--- src/rtl/ks_data_path_p.sv ---
// K&S datapath: PC, IR/decoder, register file, 8-op ALU, flag register, RAM address mux.
// Optional branch-and-link / return support is enabled by defining KS_LINK_EN.
package k_and_s_pkg;
   typedef enum logic [3:0] {
      I_NOP, I_LOAD, I_STORE, I_MOVE, I_ADD, I_SUB, I_AND, I_OR,
      I_BRANCH, I_BZERO, I_BNEG, I_BOV, I_BNOV, I_BNNEG, I_BNZERO, I_HALT
   } decoded_instruction_type;
endpackage

module ks_data_path_p
   import k_and_s_pkg::*;
#(
   parameter int DATA_W = 16,
   parameter int ADDR_W = 5,
   parameter int NREGS  = 4
) (
   input  logic                    clk,
   input  logic                    rst,
`ifdef KS_LINK_EN
   input  logic                    link,
   input  logic                    ret,
`endif
   input  logic                    branch,
   input  logic                    pc_enable,
   input  logic                    ir_enable,
   input  logic                    addr_sel,
   input  logic                    c_sel,
   input  logic [2:0]              operation,
   input  logic                    write_reg_enable,
   input  logic                    flags_reg_enable,
   output decoded_instruction_type decoded_instruction,
   output logic                    zero_op,
   output logic                    neg_op,
   output logic                    unsigned_overflow,
   output logic                    signed_overflow,
   output logic [ADDR_W-1:0]       ram_addr,
   output logic [DATA_W-1:0]       data_out,
   input  logic [DATA_W-1:0]       data_in
);
   localparam int RW = $clog2(NREGS);

   logic [ADDR_W-1:0] pc_q, pc_d, mem_addr;
   logic [DATA_W-1:0] ir_q, ir_d;
   logic [DATA_W-1:0] regs_q [NREGS];
   logic [DATA_W-1:0] regs_d [NREGS];
   logic              zero_q, zero_d, neg_q, neg_d, uovf_q, uovf_d, sovf_q, sovf_d;
   logic [RW-1:0]     a_addr, b_addr, c_addr;
   logic [DATA_W-1:0] bus_a, bus_b, bus_c, alu_res;
   logic [DATA_W:0]   sum;
   logic              alu_c, alu_v;
   logic [7:0]        opcode;
   logic              ir_bits_unused;
`ifdef KS_LINK_EN
   logic [ADDR_W-1:0] link_q, link_d;
`endif

   always_comb begin
      decoded_instruction = I_NOP;
      a_addr              = '0;
      b_addr              = '0;
      c_addr              = '0;
      mem_addr            = '0;
      opcode              = ir_q[DATA_W-1 -: 8];
      ir_bits_unused      = ^ir_q;
      case (opcode)
         8'h81: begin decoded_instruction = I_LOAD;  c_addr = ir_q[ADDR_W +: RW]; mem_addr = ir_q[ADDR_W-1:0]; end
         8'h82: begin decoded_instruction = I_STORE; a_addr = ir_q[ADDR_W +: RW]; mem_addr = ir_q[ADDR_W-1:0]; end
         8'h91: begin
            decoded_instruction = I_MOVE;
            c_addr = ir_q[RW +: RW];
            a_addr = ir_q[0 +: RW];
            b_addr = ir_q[0 +: RW];
         end
         8'hA1, 8'hA2, 8'hA3, 8'hA4: begin
            case (opcode[2:0])
               3'd1:    decoded_instruction = I_ADD;
               3'd2:    decoded_instruction = I_SUB;
               3'd3:    decoded_instruction = I_AND;
               default: decoded_instruction = I_OR;
            endcase
            a_addr = ir_q[0 +: RW];
            b_addr = ir_q[RW +: RW];
            c_addr = ir_q[2*RW +: RW];
         end
         8'h01: begin decoded_instruction = I_BRANCH; mem_addr = ir_q[ADDR_W-1:0]; end
         8'h02: begin decoded_instruction = I_BZERO;  mem_addr = ir_q[ADDR_W-1:0]; end
         8'h03: begin decoded_instruction = I_BNEG;   mem_addr = ir_q[ADDR_W-1:0]; end
         8'h05: begin decoded_instruction = I_BOV;    mem_addr = ir_q[ADDR_W-1:0]; end
         8'h06: begin decoded_instruction = I_BNOV;   mem_addr = ir_q[ADDR_W-1:0]; end
         8'h0A: begin decoded_instruction = I_BNNEG;  mem_addr = ir_q[ADDR_W-1:0]; end
         8'h0B: begin decoded_instruction = I_BNZERO; mem_addr = ir_q[ADDR_W-1:0]; end
         8'hFF: decoded_instruction = I_HALT;
         default: ;
      endcase
   end

   always_comb begin
      bus_a   = regs_q[a_addr];
      bus_b   = regs_q[b_addr];
      sum     = '0;
      alu_res = '0;
      alu_c   = 1'b0;
      alu_v   = 1'b0;
      case (operation)
         3'b000: alu_res = bus_a | bus_b;
         3'b001: begin
            sum     = {1'b0, bus_a} + {1'b0, bus_b};
            alu_res = sum[DATA_W-1:0];
            alu_c   = sum[DATA_W];
            // carry into the MSB recovered from the MSB sum bit and its operands
            alu_v   = (sum[DATA_W-1] ^ bus_a[DATA_W-1] ^ bus_b[DATA_W-1]) ^ sum[DATA_W];
         end
         3'b010: begin
            sum     = {1'b0, bus_a} + {1'b0, ~bus_b} + (DATA_W+1)'(1);
            alu_res = sum[DATA_W-1:0];
            alu_c   = sum[DATA_W];
            alu_v   = (sum[DATA_W-1] ^ bus_a[DATA_W-1] ^ ~bus_b[DATA_W-1]) ^ sum[DATA_W];
         end
         3'b011: alu_res = bus_a & bus_b;
         3'b100: alu_res = bus_a ^ bus_b;
         3'b101: begin
            alu_res = {bus_a[DATA_W-2:0], 1'b0};
            alu_c   = bus_a[DATA_W-1];
            alu_v   = bus_a[DATA_W-1] ^ bus_a[DATA_W-2];
         end
         3'b110: begin
            alu_res = {1'b0, bus_a[DATA_W-1:1]};
            alu_c   = bus_a[0];
         end
         default: alu_res = bus_a;
      endcase
   end

   always_comb begin
      bus_c    = c_sel ? alu_res : data_in;
      ram_addr = addr_sel ? mem_addr : pc_q;
      data_out = bus_a;
      pc_d     = pc_q;
`ifdef KS_LINK_EN
      link_d   = link_q;
      if (pc_enable) begin
         if (ret) begin
            pc_d = link_q;
         end else if (branch) begin
            pc_d = mem_addr;
            if (link) link_d = pc_q + ADDR_W'(1);
         end else begin
            pc_d = pc_q + ADDR_W'(1);
         end
      end
`else
      if (pc_enable) pc_d = branch ? mem_addr : pc_q + ADDR_W'(1);
`endif
      ir_d = ir_enable ? data_in : ir_q;
      regs_d = regs_q;
      if (write_reg_enable) regs_d[c_addr] = bus_c;
      zero_d = zero_q;
      neg_d  = neg_q;
      uovf_d = uovf_q;
      sovf_d = sovf_q;
      if (flags_reg_enable) begin
         zero_d = (alu_res == '0);
         neg_d  = alu_res[DATA_W-1];
         uovf_d = alu_c;
         sovf_d = alu_v;
      end
   end

   always_ff @(posedge clk or posedge rst) begin
      if (rst) begin
         pc_q   <= '0;
         ir_q   <= '0;
         regs_q <= '{default: '0};
         zero_q <= 1'b0;
         neg_q  <= 1'b0;
         uovf_q <= 1'b0;
         sovf_q <= 1'b0;
`ifdef KS_LINK_EN
         link_q <= '0;
`endif
      end else begin
         pc_q   <= pc_d;
         ir_q   <= ir_d;
         regs_q <= regs_d;
         zero_q <= zero_d;
         neg_q  <= neg_d;
         uovf_q <= uovf_d;
         sovf_q <= sovf_d;
`ifdef KS_LINK_EN
         link_q <= link_d;
`endif
      end
   end

   assign zero_op           = zero_q;
   assign neg_op            = neg_q;
   assign unsigned_overflow = uovf_q;
   assign signed_overflow   = sovf_q;

endmodule

--- config.mk ---
export PLATFORM = sky130hd
export DESIGN_NAME = ks_data_path_p
export DESIGN_NICKNAME = d
export VERILOG_FILES = /design/src/rtl/ks_data_path_p.sv
export SDC_FILE = /design/constraint.sdc
export NUM_CORES = 1
export LEC_CHECK = 0
export BUFFER_PORTS_ARGS = -buffer_cell sky130_fd_sc_hd__buf_2
export CELL_PAD_IN_SITES_DETAIL_PLACEMENT = 1
export CELL_PAD_IN_SITES_GLOBAL_PLACEMENT = 2
export CORE_ASPECT_RATIO = 2
export CORE_UTILIZATION = 41
export CTS_CLUSTER_SIZE = 20
export DETAILED_ROUTE_END_ITERATION = 8
export GPL_TIMING_DRIVEN = 0
export PLACE_DENSITY = 0.93
export SLEW_MARGIN = 0
export SYNTH_ARGS = -nofsm -noshare
export SYNTH_HDL_FRONTEND = slang
export SYNTH_SLANG_ARGS = --single-unit
--- constraint.sdc ---
create_clock -name clk -period 16 [get_ports clk]
set_clock_uncertainty 0.1 [all_clocks]
set_input_delay 0.8 -clock clk [delete_from_list [all_inputs] [get_ports clk]]
set_output_delay 0.8 -clock clk [all_outputs]
set_load 0.005 [all_outputs]
# == After elaboration in Yosys (flattened, before gate mapping) ==
# Cells that the tools add are included.
# classes
add_sub_neg,4
order_cmp,4
n_eq_ne,24
mux,21
n_bitwise,15
reduce_logical,6
# op_table
operator,n
case mux 16 bit (7 select lines),1
2-to-1 mux 16 bit,6
binary-select mux 16 bit (select 2 bit),2
bitwise mux 64 bit,1
equality test 8 bit (second input constant),8
case mux 4 bit (12 select lines),1
adder 16 x 16 -> 17 bit,2
demux 16 bit (select 2 bit),1
adder 17 x 1 -> 17 bit (second input constant),1
bitwise AND 16 bit,1
equality test 8 x 2 -> 1 bit (second input constant),2
equality test 8 x 3 -> 1 bit (second input constant),2
equality test 8 x 4 -> 1 bit (second input constant),2
logical NOT 16 bit,1
inverter 16 bit,1
bitwise OR 16 bit,1
bitwise XOR 16 bit,1
2-to-1 mux 5 bit,3
equality test 3 x 2 -> 1 bit (second input constant),4
case mux 2 bit (3 select lines),2
equality test 3 bit (second input constant),3
>= comparator 3 bit (second input constant),3
inverter 2 -> 3 bit,3
OR reduction 9 bit,1
13 further kinds,21
# word_totals
ff_bits,89
in_bits,28
output_inout_bits,29
word_cells,84

# == Longest topological paths before layout ==
# Gate-level depths: netlist of run 1.
# logic_depth
ltp_word,14
mapped_depth,23
mapped_depth_nobuf,18

# == Worst setup path after synthesis of run 1 ==
# OpenSTA, ideal clock, no wires.
# synth_path
path_type,reg2reg
from,register ir_q[11]
to,register zero_q (netlist: zero_op)
setup_ns,0.095
t_arrival_ns,5.639
t_required_ns,15.805
path_slack_ns,10.165
path_stages_with_launch,22
path_buffers,4
synth_period_minus_slack_ns,5.835
path_cell_list,dfrtp_1 buf_4 nor4b_4 and3_1 buf_6 a21o_1 clkbuf_1 clkbuf_1 mux2i_1 mux2i_1 ha_1 fa_1 a21o_1 a221oi_1 a21oi_1 a221o_1 a31o_2 xnor2_1 nor2_1 o32a_1 or4_1 o32ai_2
# synth_via
elab_chain_len,12
word_cells_on_any_way,27
cone_classes,3 x add/sub; 6 x eq/ne; 9 x mux; 6 x bitwise; 3 x reduce/logical
# synth_lines
element,line_no,text
from (decl),43,"logic [DATA_W-1:0] ir_q, ir_d;"
from (signal assigned),183,ir_q <= ir_d;
equality test 8 bit,65,case (opcode)
OR reduction 4 bit,65,
case mux 2 bit (2 select lines),65,
inverter 2 -> 3 bit (not written as such),99,bus_b = regs_q[b_addr];
binary-select mux 16 bit (select 2 bit),99,
2-to-1 mux 16 bit (not written as such) (2 in a row),99,
inverter 16 bit,114,"sum = {1'b0, bus_a} + {1'b0, ~bus_b} + (DATA_W+1)'(1);"
adder 16 x 16 -> 17 bit,114,
adder 17 x 1 -> 17 bit,114,
case mux 16 bit (7 select lines) *,104,case (operation)
logical NOT 16 bit *,162,zero_d = (alu_res == '0);
to (signal assigned),185,zero_q <= zero_d;
to (decl),46,"logic zero_q, zero_d, neg_q, neg_d, uovf_q, uovf_d, sovf_q, sovf_d;"
# Every way passes the cells marked *; elsewhere a longest branch is shown, timed or not. The select of a mux whose other input is x is not followed.
# A chain may end at the register's enable or synchronous reset.

# == Worst setup path after layout of run 1 ==
# layout_path
from,register ir_q[13]
to,register zero_q (netlist: zero_op)
# Same word-level chain as after synthesis.

==> impl_metrics.yaml, run 1 <==
detailed_routing:
  drt-total-wl_mm: 30.93
  first_iter_violations: 340
  first_pass_iters: 6
  drc: 2
  vias_per_cell: 6.128
  avgRoutedWirePerCell_um: 23.56
  ant_nets: 0
  vias: 8046
power_and_ir_drop:
  power.share.combinational_pct: 53.6
  power_uw: 1125
  p_int_uw: 613.7
  power_frac_seq_pct: 27.1
  clock_power_share_pct: 19.4
  p_sw_uw: 510.9
  ir_drop_mv: 0.06228
  power.density_mw_per_mm2: 122.7
  power.leakage_uw: 0.003980
  switching_share_pct: 45.43
placed_design:
  place_inst: 1297
  dp.final_hpwl_mm: 25.33
  gp_congestion: 0.8820
  io_buffer_count: 51
global_routing:
  grt.overflow.total: 0
  first_global_vias: 8592
  grt_max_degree: 66
  busiest_layer: "met2"
  antenna_found_initial: 0
  grtUsageTotal_pct: 31.11
  use_met3_pct: 2.995
  grt_use_met1_pct: 29.55
  globalRouteMet2Util_pct: 58.92
  grt_pass1_wl_mm: 47.77
synthesis:
  ys_ff_latch: 88
  ys_warn_count: 0
  synth.avg_cell_area_um2: 8.392
  syn_nets: 1066
  synth_edf_count: 0
  ys_types: 90
  synth_area_mm2: 0.008249
  synthFlopType: "dfrtp_1"
  ys_seq_area_share_pct: 26.69
  synthArstFlopShare_pct: 100.0
  syn_inst: 983
layout:
  drive_gt1_share_pct: 14.94
  n_antenna_cell: 0
  syn_to_final_growth_pct: 11.10
  finalNonFillerCells: 1313
  nNetsFinal: 1129
critical_path:
  reg2reg_to: "zero_op$_DFFE_PP0P_"
  r2r_cells: 20
  critPathArrivalTime_ns: 7.92
  critical_path_class: "reg2reg"
  startpoint_type: "flop"
  required_ns: 16.17
  r2r_slack_ns: 8.25
  worstReg2RegStart: "ir_q[13]$_DFFE_PP0P_"
  crit_path_max_fanout: 10
  cp-end-kind: "flop"
clocking:
  cts_tree: "done"
  clk_path_buf_depth: 2
  cts.sinks: 88
  hold_buffers: 0
  cts_resized: 0
  clock_latency_ns: 0.36
  clockRootBuffer: "clkbuf_16"
  cts_max_level: 3
  cts_setup_buffers: 0
  cts_buffers: 9
  clk_pin_slew_ns: 0.07
sta:
  slew_headroom_pct: 32.83
  fin_setup_tns_ns: 0
  fmax_mhz: 129.0
  fin_crit_ns: 7.754
  tightest_slew_ns: 1.004
  rsz0062_at_grt: "no"
  setup-violations-final: 0
  min_period_over_period_pct: 48.46
  final_hold_viol_count: 0
  drv_slew: 0
floorplan:
  die_h_um: 202.6
  die_w_um: 102.3
  start_util_pct: 41.62
  row_count: 73
  ios: 57
  dieArea_mm2: 0.02073
  core_area_mm2: 0.01982
job:
  maxCapViolations: 0
status:
  violations: "DRC"
  status: "finished with violations"
min_path:
  hold_class: "in2async"
[worst max path at each step]
stage | start | to | slack (ns) | depth (start not counted)
finish | ir_q[13]$_DFFE_PP0P_ | zero_op$_DFFE_PP0P_ | 8.25 | 20
global placement | ir_q[13]$_DFFE_PP0P_ | regs_q[47]$_DFFE_PP0P_ | 8.44 | 20
detailed placement | ir_q[13]$_DFFE_PP0P_ | regs_q[63]$_DFFE_PP0P_ | 8.40 | 20
global route | ir_q[13]$_DFFE_PP0P_ | regs_q[63]$_DFFE_PP0P_ | 8.08 | 20
floorplan | ir_q[11]$_DFFE_PP0P_ | zero_op$_DFFE_PP0P_ | 10.17 | 21
CTS | ir_q[13]$_DFFE_PP0P_ | regs_q[31]$_DFFE_PP0P_ | 8.32 | 20
[cells in the final DEF (no fill, tap or decap), types with 4 or more instances in the layout]
cell type   n
clkbuf_16   9
a21oi_1    84
o21a_1      5
a221o_1     6
o21bai_1    6
o31a_1     10
dfrtp_1    88
nand4_1     7
nand3_1    27
nand2_1    82
xor2_1      4
or2_2       4
buf_2      59
a31oi_1    12
buf_6       6
nor2b_1     5
a21o_1     11
mux2_2     29
a221oi_1    6
a32o_1      4
a211oi_1   11
a211oi_2    4
and3_1      9
clkbuf_1   52
o41ai_1     4
inv_1      63
a31o_2      4
o31ai_1     6
o21ai_0    69
o221ai_1   16
o22ai_1     8
nand2b_1    8
mux2i_1    75
o211ai_1    5
nor3_1     10
xnor2_1     8
ha_1       53
nor2_1     88
and2_1      4
[synthesized netlist by cell type, types with 4 or more instances]
cell      instances  share of area (%)
a211oi_1         11                1.0
a211oi_2          4               0.61
a21o_1           11                1.0
a21oi_1          84                5.1
a221o_1           6               0.73
a221oi_1          6               0.64
a31o_2            4               0.42
a31oi_1          12               0.91
a32o_1            4               0.49
and2_1            4               0.30
and3_1            9               0.68
buf_2             8               0.49
buf_6             6               0.82
clkbuf_1         52                2.4
dfrtp_1          88                 27
ha_1             53                8.0
inv_1            64                2.9
mux2_2           29                4.0
mux2i_1          75                9.1
nand2_1          82                3.7
nand2b_1          8               0.61
nand3_1          27                1.6
nand4_1           7               0.53
nor2_1           88                4.0
nor2b_1           5               0.38
nor3_1           10               0.61
o211ai_1          5               0.46
o21a_1            5               0.46
o21ai_0          69                4.2
o21bai_1          6               0.55
o221ai_1         16                1.7
o22ai_1           8               0.61
o31a_1           10                1.1
o31ai_1           6               0.55
o41ai_1           4               0.42
or2_2             4               0.30
xnor2_1           8               0.85
xor2_1            4               0.42
[per-layer routing]
metal,vias to the layer above,routed length [µm],part of all wire [%]
met4,0,2392,7.7
met3,131,756,2.4
met2,227,17050,55
li1,3726,-,-
met5,-,0,0
met1,3962,10730,35
[cell type report]
type | count | area, µm²
clock buffers | 9 | 225.2
clock inverters | 7 | 77.57
multi-input cells | 759 | 5474
inverters | 67 | 254.0
fillers | 2486 | 10660
well taps | 262 | 327.8
repair buffers | 52 | 282.8
plain buffers | 69 | 321.6
flip-flops and latches | 88 | 2202
[sequential cells by signal, indices dropped and copies added, names as in the netlist]
register / count
ir_q: 15
neg_op: 1
pc_q: 5
regs_q: 64
signed_overflow: 1
unsigned_overflow: 1
zero_op: 1
[critical path, cell delays in order (launching register included)]
cell and delay (ns):
dfrtp_1 0.38, buf_2 0.23, nor2b_1 0.43, o211a_1 0.33
a21o_1 0.14, clkbuf_1 0.68, clkbuf_1 0.79, mux2i_1 0.29
mux2i_1 0.20, ha_1 0.32, fa_1 0.42, a21o_1 0.22
a221oi_1 0.63, nor2_1 0.08, a21oi_1 0.15, a2bb2oi_1 0.11
o41ai_2 0.51, o2111ai_1 0.34, or4_1 0.58, or4_1 0.46
o32ai_2 0.26
[logic make-up after synthesis]
kind of cell / share of synthesized area, %
simple gates: 15.83
mux: 13.91
xor+xnor: 1.274
buf+inv: 6.947
fa+ha+maj: 8.524
flops: 26.69
compound gates: 26.82
[power groups by stage]
stage	registers, µW	logic (µW)	clock network, µW
2_1_floorplan	292	428	0
3_3_place_gp	302	574	0
3_5_place_dp	306	592	0
4_1_cts	302	598	221
5_1_grt	309	659	226
6_report	304	602	218
[per-stage QoR]
stage	util (%)	hold WS (ns)	worst slack (ns)	area, µm²
floorplan	-	0.3703	10.17	8249
global placement	44.56	0.3863	8.441	8832
detailed placement	44.71	0.3959	8.399	8862
CTS	46.24	0.3269	8.322	9165
global route	46.24	0.3469	8.081	9165
finish	46.24	0.3152	8.246	9165
Note: power is estimated with default switching activity, not from simulation.
==> run 2, diff against run 1 <==
--- a/config.mk
+++ b/config.mk
@@ -5,15 +5,16 @@
 export SDC_FILE = /design/constraint.sdc
 export NUM_CORES = 1
 export LEC_CHECK = 0
+export ABC_AREA = 1
 export BUFFER_PORTS_ARGS = -buffer_cell sky130_fd_sc_hd__buf_2
 export CELL_PAD_IN_SITES_DETAIL_PLACEMENT = 1
 export CELL_PAD_IN_SITES_GLOBAL_PLACEMENT = 2
 export CORE_ASPECT_RATIO = 2
-export CORE_UTILIZATION = 41
+export CORE_UTILIZATION = 34
 export CTS_CLUSTER_SIZE = 20
 export DETAILED_ROUTE_END_ITERATION = 8
 export GPL_TIMING_DRIVEN = 0
-export PLACE_DENSITY = 0.93
+export PLACE_DENSITY = 0.88
 export SLEW_MARGIN = 0
 export SYNTH_ARGS = -nofsm -noshare
 export SYNTH_HDL_FRONTEND = slang
==> constraint.sdc (replaced) <==
create_clock -name clk -period 7.5 [get_ports clk]
set_clock_uncertainty 0.1 [all_clocks]
set_input_delay 0.375 -clock clk [delete_from_list [all_inputs] [get_ports clk]]
set_output_delay 0.375 -clock clk [all_outputs]
set_load 0.005 [all_outputs]
==> impl_metrics.yaml, run 2 <==
status:
  status: "completed"
critical_path:
  critPathArrivalTime_ns: 5.81
  cpMostUsedCell: "nand2_1"
  critPathMaxStageDelay_ns: 0.66
  critical_path_class: "reg2reg"
  cp-end-kind: "flop"
  startpoint_type: "flop"
  required_ns: 7.71
  crit_path_max_fanout: 10
  cp_slowest_cell: "buf_1"
sta:
  slew_headroom_pct: 3.523
  fin_setup_tns_ns: 0
  tightest_slew_ns: 1.436
  fmax_mhz: 178.4
  timing.final.ws_setup_ns: 1.896
  hold-worst-slack_ns: 0.1559
  setup-violations-final: 0
  final_hold_viol_count: 0
  min_period_over_period_pct: 74.72
  drv_slew: 0
  fin_crit_ns: 5.604
  rsz0062_at_grt: "no"
floorplan:
  die_h_um: 224.1
  die_w_um: 113.0
  row_count: 81
  ios: 57
  start_util_pct: 34.47
  dieArea_mm2: 0.02533
  core_area_mm2: 0.02432
clocking:
  cts_resized: 0
  clockRootBuffer: "clkbuf_16"
  cts_buffers: 9
  clk_pin_slew_ns: 0.07
  clock_latency_ns: 0.37
  cts_tree: "done"
  cts_max_level: 3
  clk_path_buf_depth: 2
  hold_buffers: 1
  cts.sinks: 88
  cts_setup_buffers: 0
global_routing:
  grt.overflow.total: 0
  grt_pass1_wl_mm: 55.75
  grt_max_degree: 63
  antenna_found_initial: 1
  first_global_vias: 10070
  grtUsageTotal_pct: 29.74
synthesis:
  synthFlopType: "dfrtp_1"
  yosysMostFrequentCell: "nand2_1"
  synth_edf_count: 0
  yosys-top-cells-area: "dfrtp_1, nand2_1, nand3_1"
  ys_seq_area_share_pct: 26.26
  synthTopCellsByCount: "nand2_1, inv_1, nand3_1"
  ys_ff_latch: 88
  ys_warn_count: 0
  yosys.area.top_type_share_pct: 26.26
  synthArstFlopShare_pct: 100.0
  synth.avg_cell_area_um2: 6.206
  synth_area_mm2: 0.008384
  syn_inst: 1351
  syn_nets: 1434
  ys_types: 47
  synth_top_area_cell: "dfrtp_1"
layout:
  largest_register_ffs: 64
  drive_gt1_share_pct: 9.986
  fin_util_pct: 38.37
  n_antenna_cell: 0
  layout_commonest_cell: "nand2_1"
  regMostFlops: "regs_q"
  reg_top3: "regs_q x64, ir_q x15, pc_q x5"
  syn_to_final_growth_pct: 11.33
  nNetsFinal: 1500
  most-common-layout-cells: "nand2_1, inv_1, nand3_1"
power_and_ir_drop:
  power.density_mw_per_mm2: 225.8
  power.leakage_uw: 0.004921
  ir_drop_mv: 0.2071
detailed_routing:
  dr.max_layer_used: "met4"
  dr_wl_met2_mm: 19.84
  first_iter_violations: 384
  wl_met3_um: 777
  vias_per_cell: 5.447
  drc: 0
  vias: 9326
  avgRoutedWirePerCell_um: 21.08
  drt-total-wl_mm: 36.09
  first_pass_iters: 5
  ant_nets: 0
  drt-met1-wl_mm: 11.98
min_path:
  hold_class: "in2reg"
job:
  maxCapViolations: 0
placed_design:
  gp_congestion: 0.9030
  dp_slack_ns: 1.976
  dp.final_hpwl_mm: 30.14
  io_buffer_count: 53
## run 2: cell types whose count changed after synthesis, sizes merged, moves of 33 or more
cell   change
nand2    +287
nand3    +149
inv      +129
mux2i     -75
o21ai     +72
a21oi     -34
nor2      +33
## run 2: metrics by stage
step	instances	instance area, µm²	total power [µW]
floorplan	1351	8384	1317
global placement	1694	9012	1634
detailed placement	1695	9042	1670
CTS	1712	9334	2116
global route	1712	9334	2275
finish	1712	9334	2107
## run 2: where the power goes
part           leakage (µW)  switching, µW  total, µW  internal, µW
clock network      0.000124            213        440           227
registers           0.00113           60.2        609           548
logic               0.00367            733       1060           326
total               0.00492           1010       2110          1100
## run 2: cell type report
cell class | instances | area, µm²
Fill cell | 3302 | 14990
Multi-Input combinational cell | 1008 | 5174
Sequential cell | 88 | 2202
Inverter | 197 | 742.0
Tap cell | 290 | 362.8
Timing Repair Buffer | 55 | 302.8
Buffer | 58 | 269.0
Clock buffer | 9 | 225.2
Clock inverter | 7 | 56.30
## run 2: logic make-up (layout without fill, tap and decap cells)
kind of cell,after synthesis,after routing,synth area share (%)
XOR/XNOR,3,3,0.3134
multiplexers,2,2,0.2537
AND/OR/NAND/NOR,713,713,36.67
adder cells (fa/ha/maj),55,55,8.387
AO/OA/AOI/OAI,235,235,16.09
buffers and inverters,255,326,12.03
flip-flops,88,88,26.26
## run 2: final timing paths
path,from,end,slack (ns),cells after the start
max,ir_q[10]$_DFFE_PP0P_,zero_op$_DFFE_PP0P_,1.90,28
min,data_in[15],ir_q[15]$_DFFE_PP0P_,0.16,3
max reg2reg,ir_q[10]$_DFFE_PP0P_,zero_op$_DFFE_PP0P_,1.90,28
min reg2reg,signed_overflow$_DFFE_PP0P_,signed_overflow$_DFFE_PP0P_,0.38,2
max in group asynchronous,rst,ir_q[15]$_DFFE_PP0P_,6.18,4
min in group asynchronous,rst,pc_q[1]$_DFFE_PP0P_,0.46,3
## run 2: metal layers
metal | GRT usage (%) | vias to the layer above
li1 | - | 4506
met1 | 26.75 | 4438
met2 | 57.79 | 232
met3 | 2.624 | 150
met4 | 25.89 | 0
met5 | 0 | -
## run 2: critical path, delay by kind of cell, from the launching register on
| kind | cells | cell delay [ns] |
|---|---|---|
| AND/OR/NAND/NOR | 18 | 2.19 |
| buffers and inverters | 6 | 1.54 |
| adder cells (fa/ha/maj) | 1 | 0.35 |
| flip-flops | 1 | 0.45 |
| AO/OA/AOI/OAI | 3 | 0.91 |
